**config.mk**
```make
export PLATFORM = sky130hd
export DESIGN_NAME = pio_sm_datapath
export DESIGN_NICKNAME = d
export VERILOG_FILES = /design/src/rtl/pio_pkg.sv /design/src/rtl/pio_fifo.sv /design/src/rtl/pio_sm_datapath.sv
export SDC_FILE = /design/constraint.sdc
export NUM_CORES = 1
export LEC_CHECK = 0
export ABC_CLOCK_PERIOD_IN_PS = 3000
export BUFFER_PORTS_ARGS = -buffer_cell sky130_fd_sc_hd__buf_2
export CAP_MARGIN = 25
export CORE_MARGIN = 3
export CORE_UTILIZATION = 45
export CTS_CLUSTER_SIZE = 30
export DETAILED_ROUTE_END_ITERATION = 10
export HOLD_SLACK_MARGIN = 0.08
export PLACE_DENSITY = 0.76
export SKIP_LAST_GASP = 1
export SYNTH_ARGS = -nofsm -noshare
export SYNTH_HDL_FRONTEND = slang
export SYNTH_SLANG_ARGS = --single-unit
```
**constraint.sdc**
```tcl
create_clock -name clk -period 3 [get_ports clk]
set_clock_uncertainty 0.05 [all_clocks]
set_input_delay 0.15 -clock clk [delete_from_list [all_inputs] [get_ports clk]]
set_output_delay 0.15 -clock clk [all_outputs]
set_load 0.1 [all_outputs]
```
**src/rtl/pio_pkg.sv**
```systemverilog
// Shared constants for the PIO state machine datapath.
// FIFO status bit positions and default widths.
package pio_pkg;

    localparam int FIFO_EMPTY = 0;
    localparam int FIFO_FULL  = 1;

    localparam int DATA_W = 32;
    localparam int DEPTH  = 4;
    localparam int PC_W   = 5;

endpackage

```
**src/rtl/pio_fifo.sv**
```systemverilog
// First-word fall-through FIFO used for both PIO TX and RX paths.
// Optional sticky error flag under PIO_FIFO_ERR_EN.
module pio_fifo
    import pio_pkg::*;
#(
    parameter int DATA_W = pio_pkg::DATA_W,
    parameter int DEPTH  = pio_pkg::DEPTH,
    localparam int AW    = $clog2(DEPTH),
    localparam int CW    = $clog2(DEPTH + 1)
) (
    input  logic              clk,
    input  logic              rst,
    input  logic              push,
    input  logic [DATA_W-1:0] data_in,
    input  logic              pop,
    output logic [DATA_W-1:0] data_out,
    output logic [1:0]        status,
`ifdef PIO_FIFO_ERR_EN
    output logic              err,
`endif
    output logic [CW-1:0]     count
);

    logic [DATA_W-1:0] mem [DEPTH];
    logic [AW-1:0]     wr_ptr;
    logic [AW-1:0]     rd_ptr;
    logic              empty;
    logic              full;
    logic              pop_ok;
    logic              push_ok;

    assign empty = (count == '0);
    assign full  = (count == CW'(DEPTH));

    // A pop on a full FIFO frees the slot the push lands in.
    assign pop_ok  = pop && !empty;
    assign push_ok = push && (!full || pop_ok);

    assign status[FIFO_EMPTY] = empty;
    assign status[FIFO_FULL]  = full;
    assign data_out = empty ? '0 : mem[rd_ptr];

    always_ff @(posedge clk) begin
        if (push_ok) begin
            mem[wr_ptr] <= data_in;
        end
    end

    always_ff @(posedge clk or posedge rst) begin
        if (rst) begin
            wr_ptr <= '0;
            rd_ptr <= '0;
            count  <= '0;
        end else begin
            if (push_ok) begin
                wr_ptr <= wr_ptr + AW'(1);
            end
            if (pop_ok) begin
                rd_ptr <= rd_ptr + AW'(1);
            end
            if (push_ok && !pop_ok) begin
                count <= count + CW'(1);
            end else if (pop_ok && !push_ok) begin
                count <= count - CW'(1);
            end
        end
    end

`ifdef PIO_FIFO_ERR_EN
    always_ff @(posedge clk or posedge rst) begin
        if (rst) begin
            err <= 1'b0;
        end else if ((push && full && !pop) || (pop && empty)) begin
            err <= 1'b1;
        end
    end
`endif

endmodule

```
**src/rtl/pio_sm_datapath.sv**
```systemverilog
// PIO state machine datapath: wrapping program counter plus TX/RX FIFOs.
// Define PIO_FIFO_ERR_EN to add sticky tx_err/rx_err outputs.
module pio_sm_datapath
    import pio_pkg::*;
#(
    parameter int DATA_W = pio_pkg::DATA_W,
    parameter int DEPTH  = pio_pkg::DEPTH,
    parameter int PC_W   = pio_pkg::PC_W,
    localparam int CW    = $clog2(DEPTH + 1)
) (
    input  logic              clk,
    input  logic              rst,
    input  logic [PC_W-1:0]   wrap_top,
    input  logic [PC_W-1:0]   wrap_bottom,
    input  logic [PC_W-1:0]   jump,
    input  logic              jump_en,
    input  logic              pc_en,
    output logic [PC_W-1:0]   pc,
    input  logic              tx_push,
    input  logic [DATA_W-1:0] tx_data_in,
    input  logic              tx_pop,
    output logic [DATA_W-1:0] tx_data_out,
    output logic [1:0]        tx_status,
    output logic [CW-1:0]     tx_count,
`ifdef PIO_FIFO_ERR_EN
    output logic              tx_err,
    output logic              rx_err,
`endif
    input  logic              rx_push,
    input  logic [DATA_W-1:0] rx_data_in,
    input  logic              rx_pop,
    output logic [DATA_W-1:0] rx_data_out,
    output logic [1:0]        rx_status,
    output logic [CW-1:0]     rx_count
);

    // Jump beats the wrap so a jump onto wrap_bottom lands there.
    always_ff @(posedge clk or posedge rst) begin
        if (rst) begin
            pc <= '0;
        end else if (pc_en) begin
            if (jump_en) begin
                pc <= jump;
            end else if (pc == wrap_bottom) begin
                pc <= wrap_top;
            end else begin
                pc <= pc + PC_W'(1);
            end
        end
    end

    pio_fifo #(
        .DATA_W (DATA_W),
        .DEPTH  (DEPTH)
    ) u_tx_fifo (
        .clk      (clk),
        .rst      (rst),
        .push     (tx_push),
        .data_in  (tx_data_in),
        .pop      (tx_pop),
        .data_out (tx_data_out),
        .status   (tx_status),
`ifdef PIO_FIFO_ERR_EN
        .err      (tx_err),
`endif
        .count    (tx_count)
    );

    pio_fifo #(
        .DATA_W (DATA_W),
        .DEPTH  (DEPTH)
    ) u_rx_fifo (
        .clk      (clk),
        .rst      (rst),
        .push     (rx_push),
        .data_in  (rx_data_in),
        .pop      (rx_pop),
        .data_out (rx_data_out),
        .status   (rx_status),
`ifdef PIO_FIFO_ERR_EN
        .err      (rx_err),
`endif
        .count    (rx_count)
    );

endmodule

```
Word-level counts from Yosys, hierarchy flattened
Memories as Yosys holds them, arrays and structs flattened.
Index checks and enable logic that the tools add are counted.
{"block": "word_totals", "ff_bits": 19, "ramBits": 256, "in_bits": 87, "output_inout_bits": 79, "memories": 2}
{"block": "classes", "add_sub_neg": 9, "eq_ne": 3, "mux": 12, "reduce_logical": 22}
{"name": "u_rx_fifo.mem", "depth": 4, "width": 32, "rd": 1, "rd_clocked_by_memory_dff": 0, "write_ports": 1, "line_no": "pio_fifo.sv:24", "source": "logic [DATA_W-1:0] mem [DEPTH];"}
{"name": "u_tx_fifo.mem", "depth": 4, "width": 32, "rd": 1, "rd_clocked_by_memory_dff": 0, "write_ports": 1, "line_no": "pio_fifo.sv:24"}
{"cell": "32-bit 2-to-1 mux", "count": 2}
{"cell": "3-bit 2-to-1 mux", "count": 4}
{"cell": "5-bit 2-to-1 mux", "count": 2}
{"cell": "2-bit by 1-bit adder with 2-bit output (second input constant)", "count": 4}
{"cell": "1-bit logical AND", "count": 8}
{"cell": "1-bit logical NOT", "count": 8}
{"cell": "3-bit by 1-bit adder with 3-bit output (second input constant)", "count": 2}
{"cell": "3-bit == test (second input constant)", "count": 2}
{"cell": "3-bit logical NOT", "count": 2}
{"cell": "3-bit by 1-bit subtractor with 3-bit output (second input constant)", "count": 2}
{"cell": "5-bit by 1-bit adder with 5-bit output (second input constant)", "count": 1}
{"cell": "5-bit == test", "count": 1}
{"cell": "1-bit 2-to-1 mux", "count": 4}
{"cell": "2-bit nonzero test", "count": 2}
{"cell": "1-bit logical OR", "count": 2}

Longest topological paths before layout
Gate-level depths: netlist (run 1).
{"block": "logic_depth", "word_depth": 9, "ltp_mapped": 8}

By module
Synthesis (run 1) repeated with hierarchy kept, for this count alone.
{"block": "unflattened", "hier_cells": 541, "area_unflattened_um2": 11029.3}
{"module": "pio_fifo", "n_inst": 2, "cells_per_inst": 242, "area_per_inst_um2": 5282.6, "seq_area_each_um2": 4018.9}
{"module": "pio_sm_datapath", "n_inst": 1, "cells_per_inst": 57, "area_per_inst_um2": 464.2, "seq_area_each_um2": 125.1}

Worst setup path after synthesis (run 1)
No wires, ideal clock.
{"block": "synth_timing", "path_type": "register to output", "start": "register u_tx_fifo.count[0]", "end": "output tx_data_out[22]", "arrival_time_ns": 2.799, "setup_slack_ns": 0.001, "stages_incl_launch_ff": 4, "path_cell_list": "dfrtp_1 nor3_2 clkbuf_1 nor2b_1"}
{"block": "synth_via", "elab_chain_cells": 2}
{"element": "start, declared", "line_no": "pio_fifo.sv:21", "source": "output logic [CW-1:0] count"}
{"element": "start signal, assigned", "line_no": "pio_fifo.sv:62", "source": "count <= count + CW'(1);"}
{"element": "start signal, assigned", "line_no": "pio_fifo.sv:64", "source": "count <= count - CW'(1);"}
{"element": "3-bit logical NOT", "line_no": "pio_fifo.sv:32", "source": "assign empty = (count == '0);"}
{"element": "named net u_tx_fifo.empty", "line_no": "pio_fifo.sv:27", "source": "logic empty;"}
{"element": "32-bit 2-to-1 mux", "line_no": "pio_fifo.sv:41", "source": "assign data_out = empty ? '0 : mem[rd_ptr];"}
{"element": "end, declared", "line_no": "pio_sm_datapath.sv:22", "source": "output logic [DATA_W-1:0] tx_data_out,"}
The timed path passes the listed nets, and every way through them passes these cells.

Worst setup path in the final report (run 1)
{"block": "layout_timing", "start": "register u_tx_fifo.rd_ptr[0]", "end": "output tx_data_out[6]"}
{"block": "layout_via", "elab_chain_cells": 2}
{"element": "start, declared", "line_no": "pio_fifo.sv:26", "source": "logic [AW-1:0] rd_ptr;"}
{"element": "start signal, assigned", "line_no": "pio_fifo.sv:59", "source": "rd_ptr <= rd_ptr + AW'(1);"}
{"element": "memory read 4 x 32 bit"}
{"element": "32-bit 2-to-1 mux", "line_no": "pio_fifo.sv:41"}
Every way passes these cells.

==> metrics.md, run 1 <==
| Metric | Value |
|---|---|
| Status | completed |
| Drt first pass iters | 5 |
| Via density | 5.198 |
| Setup crit end kind | primary output |
| TritonCTS clock tree | done |
| Area delta synth->final | 26.51% |
| H-tree depth | 1 |
| Reg2reg start | pc[2]$_DFFE_PP0P_ |
| Final hold slack | 0.2664 ns |
| Final ANT Viol Nets | 0 |
| Fmax | 363.8 MHz |
| Grt ovf | 0 |
| Sequential-to-total area share from yosys stat | 0.7353 |
| Worst-Skew Late Latency | 0.52 ns |
| CTS Buf Count | 28 |
| CTS root buffer | clkbuf_16 |
| Crit share post-route | 0.9163 |
| Clock buffer depth | 3 |
| DR WL/cell | 19.20 um |
| Total clock sinks | 275 |
| Cells after Synth | 539 |
| Die Wd | 163.1 um |
| Library cells used by synthesis | 35 |
| Post-Syn Area | 11,100 um2 |
| Worst-path clk slew | 0.06 ns |
| Avg Inst Size Synth | 20.60 um2 |
| Vias in the first global route | 6,549 |
| GPL Wtd Cong | 0.7876 |
| Final min period | 2.749 ns |
| Syn Nets | 639 |
| Sequential cell area | 8165 um2 |
| Final setup violating endpoints | 0 |
| Post-CTS Setup Inserts | 0 |
| Largest net degree at the start of global routing | 35 |
| Area occupied by multi-input gates | 2733 um2 |
| Worst Path Required | 2.80 ns |
| Commonest non-fill, non-tap cells in the layout | edfxtp_1, buf_2, dlygate4sd3_1 |
| Ys async rst share | 0.06909 |
| Crit-path max FO | 19 |
| CP Data Arrival Time | 2.55 ns |
| Final Hold Viols | 0 |
| Number of synthesized flops with an enable pin | 256 |
| Slew Viols, Final | 0 |
| Post-DP Area | 12,290 um2 |
| GRT Resource Usage Total | 0.1643 |
| R2R setup slack | 0.51 ns |
| Startpoint types | flop |
| First DRT Iteration DRCs | 421 |
| Fin cells | 1,148 |
| Chip Height | 163.1 um |
| # DRC | 0 |
| Slew margin rel. | 0.5006 |
| Worst slew pin tran | 0.7483 ns |
| Post-layout instance area | 14,040 um2 |
| Count of synthesis-stage warnings from yosys | 0 |
| Layout cells sized above 1 | 0.3611 |
| Initial Util | 0.4660 |
| Most common cell after layout, fill and taps aside | edfxtp_1 |
| Setup TNS | 0 ns |
| PortBufs | 165 |
| Cells after DPL | 1,011 |
| Worst Hold Class | input port to asynchronous set/reset pin |
| CP Class | flop to primary output |
| Core Region | 23,820 um2 |
| Io pins | 166 |
| Post-DP HPWL | 13.68 mm |
| First-pass GRT wire length | 34.62 mm |
| Fill count | 1,718 |
| Initial antenna violation count | 0 |
| RSZ-0062 raised after global routing | false |
| Primary FF master, synth | edfxtp_1 |
| Vias | 5,967 |
| Crit path launch | u_tx_fifo.rd_ptr[0]$_DFFE_PP0P_ |
| # rows | 56 |
| Drt total wl | 22.05 mm |
| #FFs+latches synth | 275 |
| Nets@finish | 906 |
| Die area | 26,590 um2 |
| Max-capacitance violation count | 0 |
==> path summary, 6_finish.rpt <==
path / cells after the start / end
setup / recovery: 4 / tx_data_out[6]
hold / removal: 3 / pc[3]$_DFFE_PP0P_
setup reg to reg: 6 / pc[0]$_DFFE_PP0P_
hold reg to reg: 1 / u_rx_fifo.count[2]$_DFFE_PP0P_
max in group asynchronous: 3 / u_rx_fifo.rd_ptr[0]$_DFFE_PP0P_
min in group clk: 2 / u_tx_fifo.mem[1][16]$_DFFE_PP_
==> critical path: stages, from the launching register on <==
cell and delay (ns):
dfrtp_2 0.76, buf_12 0.25, mux4_2 0.51, nor2b_1 0.17, buf_2 0.32
==> cell type report <==
type                    count  share of cell area
flip-flops and latches    275              0.5814
inverters                  10            0.002673
clock inverters            11            0.007661
well taps                 319             0.02842
clock buffers              41             0.05702
repair buffers            265              0.1281
multi-input cells         226              0.1946
diodes                      1           0.0001782
==> registers in the layout, indices dropped and copies added (netlist names) <==
signal,count
u_rx_fifo.wr_ptr,2
u_tx_fifo.mem,128
u_tx_fifo.count,3
u_tx_fifo.rd_ptr,2
u_rx_fifo.rd_ptr,2
u_rx_fifo.count,3
u_rx_fifo.mem,128
pc,5
u_tx_fifo.wr_ptr,2
==> Yosys cell counts (all sizes together), types with 3 or more instances <==
cell type  number  area (um2)
edfxtp        256        7687
buf            20       160.2
and2            9       58.81
or3             4       25.02
dfrtp          19       475.5
nand2b          3       18.77
ha             11       137.6
o21ai           3       15.01
xnor2          15       131.4
o22ai           3       18.77
nor3           10       60.06
nand3           4       20.02
clkbuf          8       31.28
nand2           6       22.52
inv            10       37.54
mux4           64        1464
a2111oi         4       110.1
xor2            5       43.79
nor2b          69       431.7
==> cells by family (layout without fill, tap and decap cells) <==
group | after synthesis | after routing | share of synthesized area
AO/OA/AOI/OAI | 14 | 14 | 0.01612
XOR/XNOR | 20 | 20 | 0.01578
adder cells (fa/ha/maj) | 13 | 13 | 0.01600
buffers and inverters | 38 | 327 | 0.02063
flip-flops | 275 | 275 | 0.7353
multiplexers | 66 | 66 | 0.1339
other | 0 | 1 | 0
AND/OR/NAND/NOR | 113 | 113 | 0.06232
==> per-stage QoR <==
| stage | setup WS, ns | util |
|---|---|---|
| after floorplan | 0.001403 | - |
| after global placement | 0.7820 | 0.5160 |
| after detailed placement | 0.7351 | 0.5160 |
| after CTS | 0.1778 | 0.5894 |
| after global routing | 0.1047 | 0.5894 |
| final | 0.2512 | 0.5895 |
==> layer usage <==
| metal | GRT usage | wire length [um] | vias up |
|---|---|---|---|
| met3 | 0.04159 | 1641 | 39 |
| met5 | 0 | 0 | - |
| li1 | - | - | 2666 |
| met1 | 0.2014 | 8616 | 3042 |
| met2 | 0.2942 | 11330 | 220 |
| met4 | 0.03922 | 461 | 0 |
==> timing repair <==
item | 4_1_cts | 5_1_grt
hold buffers | 84 | 0
gates resized for setup | 0 | 0
endpoints found under the hold margin | 288 | 0
Power of run 1 is not shown: default switching activity piles up to over one toggle a cycle in this logic, so the estimate is an artifact.
==> run 2: changes to the inputs <==
- CORE_MARGIN: 3 -> 5
==> run 2 against run 1 <==
Final cell count is essentially flat. Register-to-register slack gained 0.26 ns. First-iteration DRC count shrank 16%. Sequential cell count is the same. Global-route usage shrank 0.79 points. Wire length grew 0.43%. Core utilization shrank 1.3 points. Highest routed layer unchanged.
==> metrics.md, run 2 (synthesized netlist as in run 1, its figures left out) <==
| Metric | Value |
|---|---|
| Status | completed |
| Crit-path max FO | 25 |
| First-pass GRT wire length | 35.12 mm |
| Most common cell after layout, fill and taps aside | edfxtp_1 |
| Commonest non-fill, non-tap cells in the layout | edfxtp_1, buf_2, dlygate4sd3_1 |
| Startpoint types | flop |
| Final min period | 2.659 ns |
| # DRC | 0 |
| CTS Buf Count | 28 |
| Clock buffer depth | 3 |
| Area delta synth->final | 26.29% |
| CTS root buffer | clkbuf_16 |
| Final Hold Viols | 0 |
| Worst path buffer plus inverter count | 2 |
| Chip Height | 167.1 um |
| Cells after DPL | 1,016 |
| Layout cells sized above 1 | 0.3604 |
| Worst-path clk slew | 0.06 ns |
| Slew margin rel. | 0.4797 |
| Worst Hold Class | input port to asynchronous set/reset pin |
| Final core utilization | 0.5765 |
| Fill count | 1,790 |
| Initial Util | 0.4565 |
| PnR worst setup slack | 0.3412 ns |
| Final ANT Viol Nets | 0 |
| Setup TNS | 0 ns |
| Post-DP HPWL | 13.21 mm |
| Nets@finish | 905 |
| Die area | 27,910 um2 |
| Slew Viols, Final | 0 |
| R2R setup slack | 0.77 ns |
| TritonCTS clock tree | done |
| Fmax | 376.1 MHz |
| Area occupied by multi-input gates | 2728 um2 |
| GRT Resource Usage Total | 0.1564 |
| Final setup violating endpoints | 0 |
| Grt ovf | 0 |
| Worst-Skew Late Latency | 0.51 ns |
| First DRT Iteration DRCs | 355 |
| Via density | 5.089 |
| Max-capacitance violation count | 0 |
| Vias in the first global route | 6,259 |
| Pre-CTS setup slack | 0.8181 ns |
| Reg2reg start | pc[3]$_DFFE_PP0P_ |
| Initial antenna violation count | 1 |
| PortBufs | 165 |
| DR WL/cell | 19.27 um |
| Drt first pass iters | 4 |
| R2R depth | 5 |
| Slowest stage cell, crit path | dfrtp_2 |
| Vias | 5,847 |
| RSZ-0062 raised after global routing | false |
| Fin cells | 1,149 |
| GPL Wtd Cong | 0.7672 |
| CP Data Arrival Time | 2.46 ns |
| Hold buffer count at CTS | 83 |
| Largest regs | u_rx_fifo.mem: 128 flops, u_tx_fifo.mem: 128 flops, pc: 5 flops |
| # rows | 57 |
| Reg2reg end | pc[3]$_DFFE_PP0P_ |
| Io pins | 166 |
| Setup crit end kind | primary output |
| Crit path cell chain | buf_12 > mux4_1 > nor2b_1 > buf_2 |
| Worst slew pin tran | 0.7796 ns |
| Post-CTS Resized | 0 |
| Worst stage delay on the critical path | 0.59 ns |
| Total clock sinks | 275 |
| CP Class | flop to primary output |
| Drt total wl | 22.14 mm |
| Worst Path Required | 2.80 ns |
| Post-CTS Setup Inserts | 0 |
| H-tree depth | 1 |
| Largest net degree at the start of global routing | 35 |
| Worst path top cell family by delay | flip-flops |
| Die Wd | 167.1 um |
| Sequential cell area | 8165 um2 |
| Core Region | 24,320 um2 |
| Crit share post-route | 0.8863 |
==> run 2: changes by cell type in the layout (fill, tap and decap cells not counted), moves of 2 or more <==
cell,previous run,this run
and2_1,0,4
and2_2,8,4
clkbuf_1,9,6
clkbuf_8,3,1
clkinv_1,5,3
clkinv_2,1,5
==> run 2: metal layers <==
| layer | GRT usage | part of all wire |
|---|---|---|
| met3 | 0.03555 | 0.067 |
| met4 | 0.03557 | 0.021 |
| met5 | 0 | 0 |
| met1 | 0.2071 | 0.41 |
| met2 | 0.2670 | 0.50 |
==> run 2: stage by stage <==
| step | hold WS (ns) | cell area (um2) |
|---|---|---|
| 6_report | 0.2556 | 14020 |
| 5_1_grt | 0.3167 | 14020 |
| 4_1_cts | 0.2587 | 14020 |
| 3_5_place_dp | 0.2855 | 12310 |
| 3_3_place_gp | 0.2901 | 12310 |
| 2_1_floorplan | 0.05113 | 11100 |
==> run 2: final cells by class <==
cell class | count | share of cell area
Tap cell | 324 | 0.02891
Sequential cell | 275 | 0.5824
Clock buffer | 36 | 0.05435
Inverter | 10 | 0.002677
Timing Repair Buffer | 264 | 0.1285
Antenna cell | 1 | 0.0001785
Clock inverter | 13 | 0.008478
Multi-Input combinational cell | 226 | 0.1945
==> run 2: worst max-delay path by stage <==
stage | endpoint | slack [ns] | startpoint | cells past startpoint
floorplan | tx_data_out[22] | 0.001 | u_tx_fifo.count[0]$_DFFE_PP0P_ | 3
detailed placement | u_rx_fifo.count[2]$_DFFE_PP0P_ | 0.82 | u_rx_fifo.count[2]$_DFFE_PP0P_ | 8
finish | tx_data_out[23] | 0.34 | u_tx_fifo.rd_ptr[0]$_DFFE_PP0P_ | 4
CTS | tx_data_out[23] | 0.27 | u_tx_fifo.rd_ptr[0]$_DFFE_PP0P_ | 4
global placement | tx_data_out[23] | 0.87 | u_tx_fifo.rd_ptr[0]$_DFFE_PP0P_ | 4
global route | tx_data_out[23] | 0.19 | u_tx_fifo.rd_ptr[0]$_DFFE_PP0P_ | 4
==> run 2: tightest hold or removal path: cells and delay by family <==
family | cells | cell delay [ns]
buffers and inverters | 3 | 1.21
Power of run 2 is left out for the same reason.
==> run 3: changes to the inputs <==
==> constraint.sdc (replaced) <==
create_clock -name clk -period 3 [get_ports clk]
set_clock_uncertainty 0.05 [all_clocks]
set_input_delay 0.6 -clock clk [delete_from_list [all_inputs] [get_ports clk]]
set_output_delay 0.6 -clock clk [all_outputs]
set_load 0.1 [all_outputs]
==> run 3 against run 2 <==
First-iteration DRC count down 9.9%. Clock-buffer cell count is 3 lower. Register-to-register slack got worse by 0.12 ns. Final cell count is 7.1% lower. Worst hold slack got worse by 0.11 ns. Die area stayed put. Non-clock buffer count fell by 83. Sequential cell count unchanged. Wire length shrank 6.2%.
==> metrics.md, run 3 (synthesized netlist as in run 1, its figures left out) <==
| Metric | Value |
|---|---|
| Grt ovf | 0 |
| Final setup violating endpoints | 0 |
| Drt first pass iters | 4 |
| DR WL/cell | 19.47 um |
| Final Hold Viols | 0 |
| Grt met3 use | 0.05309 |
| Via density | 5.188 |
| Die area | 27,910 um2 |
| Fmax | 351.2 MHz |
| Post-DP Area | 13,280 um2 |
| Worst-path clk slew | 0.06 ns |
| Worst Hold Class | input port to asynchronous set/reset pin |
| CTS Buf Count | 28 |
| First-pass GRT wire length | 32.98 mm |
| Drt total wl | 20.77 mm |
| Status | completed |
| GPL Wtd Cong | 0.8111 |
| Most Crowded Layer GR | met2 |
| Largest net degree at the start of global routing | 36 |
| Crit share post-route | 0.9491 |
| Worst-Skew Late Latency | 0.52 ns |
| Die Wd | 167.1 um |
| CTS root buffer | clkbuf_16 |
| First DRT Iteration DRCs | 320 |
| Startpoint types | flop |
| PortBufs | 165 |
| TritonCTS clock tree | done |
| Worst slew pin tran | 0.7383 ns |
| Most common cell after layout, fill and taps aside | edfxtp_1 |
| Slew margin rel. | 0.5073 |
| Core Region | 24,320 um2 |
| Final min period | 2.847 ns |
| # rows | 57 |
| Io pins | 166 |
| CP Class | flop to primary output |
| Vias in the first global route | 5,812 |
| Post-DP HPWL | 13.40 mm |
| Initial antenna violation count | 6 |
| Post-layout instance area | 14,120 um2 |
| Commonest non-fill, non-tap cells in the layout | edfxtp_1, buf_2, buf_12 |
| Clock buffer depth | 3 |
| R2R setup slack | 0.65 ns |
| Largest regs | u_rx_fifo.mem: 128 flops, u_tx_fifo.mem: 128 flops, pc: 5 flops |
| Nets@finish | 822 |
| Vias | 5,536 |
| GR Util met2 | 0.2467 |
| H-tree depth | 1 |
| Max-capacitance violation count | 0 |
| Fill count | 1,750 |
| Crit-path max FO | 17 |
| GRT Resource Usage Total | 0.1487 |
| Global Route met1 Usage | 0.1909 |
| Layout cells sized above 1 | 0.4076 |
| Initial Util | 0.4565 |
| Slew Viols, Final | 0 |
| Area delta synth->final | 27.23% |
| Setup crit end kind | primary output |
| CP Data Arrival Time | 2.20 ns |
| # DRC | 0 |
| RSZ-0062 raised after global routing | false |
| Chip Height | 167.1 um |
| Worst Path Required | 2.35 ns |
| Final ANT Viol Nets | 0 |
| Total clock sinks | 275 |
run 3: layer usage:
metal  vias up  wire length (um)
li1       2500                 -
met1      2815              8271
met2       169             10250
met3        42              1763
met4        10               429
met5         -                63
run 3: path summary, 6_finish.rpt:
kind | depth (start not counted) | end | startpoint
max | 4 | rx_data_out[11] | u_rx_fifo.rd_ptr[0]$_DFFE_PP0P_
min | 2 | u_tx_fifo.count[1]$_DFFE_PP0P_ | rst
max reg2reg | 9 | u_rx_fifo.count[2]$_DFFE_PP0P_ | u_rx_fifo.count[0]$_DFFE_PP0P_
min reg2reg | 1 | u_tx_fifo.count[2]$_DFFE_PP0P_ | u_tx_fifo.count[2]$_DFFE_PP0P_
max in group asynchronous | 2 | u_rx_fifo.rd_ptr[0]$_DFFE_PP0P_ | rst
min in group clk | 1 | u_tx_fifo.mem[3][5]$_DFFE_PP_ | tx_data_in[5]
run 3: per-stage QoR:
stage / util / std cells / setup slack [ns] / setup TNS (ns) / hold WS [ns]
finish: 0.5808 / 1067 / 0.1527 / 0 / 0.1422
global route: 0.5807 / 1066 / 0.04292 / 0 / 0.2063
CTS: 0.5805 / 1065 / 0.04509 / 0 / 0.1518
detailed placement: 0.5459 / 1016 / 0.6154 / 0 / 0.5112
global placement: 0.5459 / 1016 / 0.6388 / 0 / 0.5037
floorplan: - / 539 / -0.4486 / -24.68 / 0.5011
run 3: area by class of cell:
type / count / area (um2) / share of cell area
antenna: 2 / 5.005 / 0.0003543
clock buffer: 33 / 740.7 / 0.05244
clock inverter: 16 / 101.3 / 0.007175
inverter: 10 / 37.54 / 0.002657
multi-input combinational: 226 / 2743 / 0.1942
sequential: 275 / 8168 / 0.5783
tap: 324 / 405.4 / 0.02870
timing repair buffer: 181 / 1924 / 0.1362
run 3: critical path, cell delays in order, from the launching register on:
cell	delay, ns
dfrtp_4	0.56
buf_12	0.22
mux4_2	0.52
nor2b_1	0.18
buf_12	0.18
run 3: timing repair:
item                       4_1_cts  5_1_grt
setup endpoints to repair        0       20
gates resized for setup          0        1
hold buffers                     0        0
buffers inserted                 0        0
Power of run 3 is left out for the same reason.
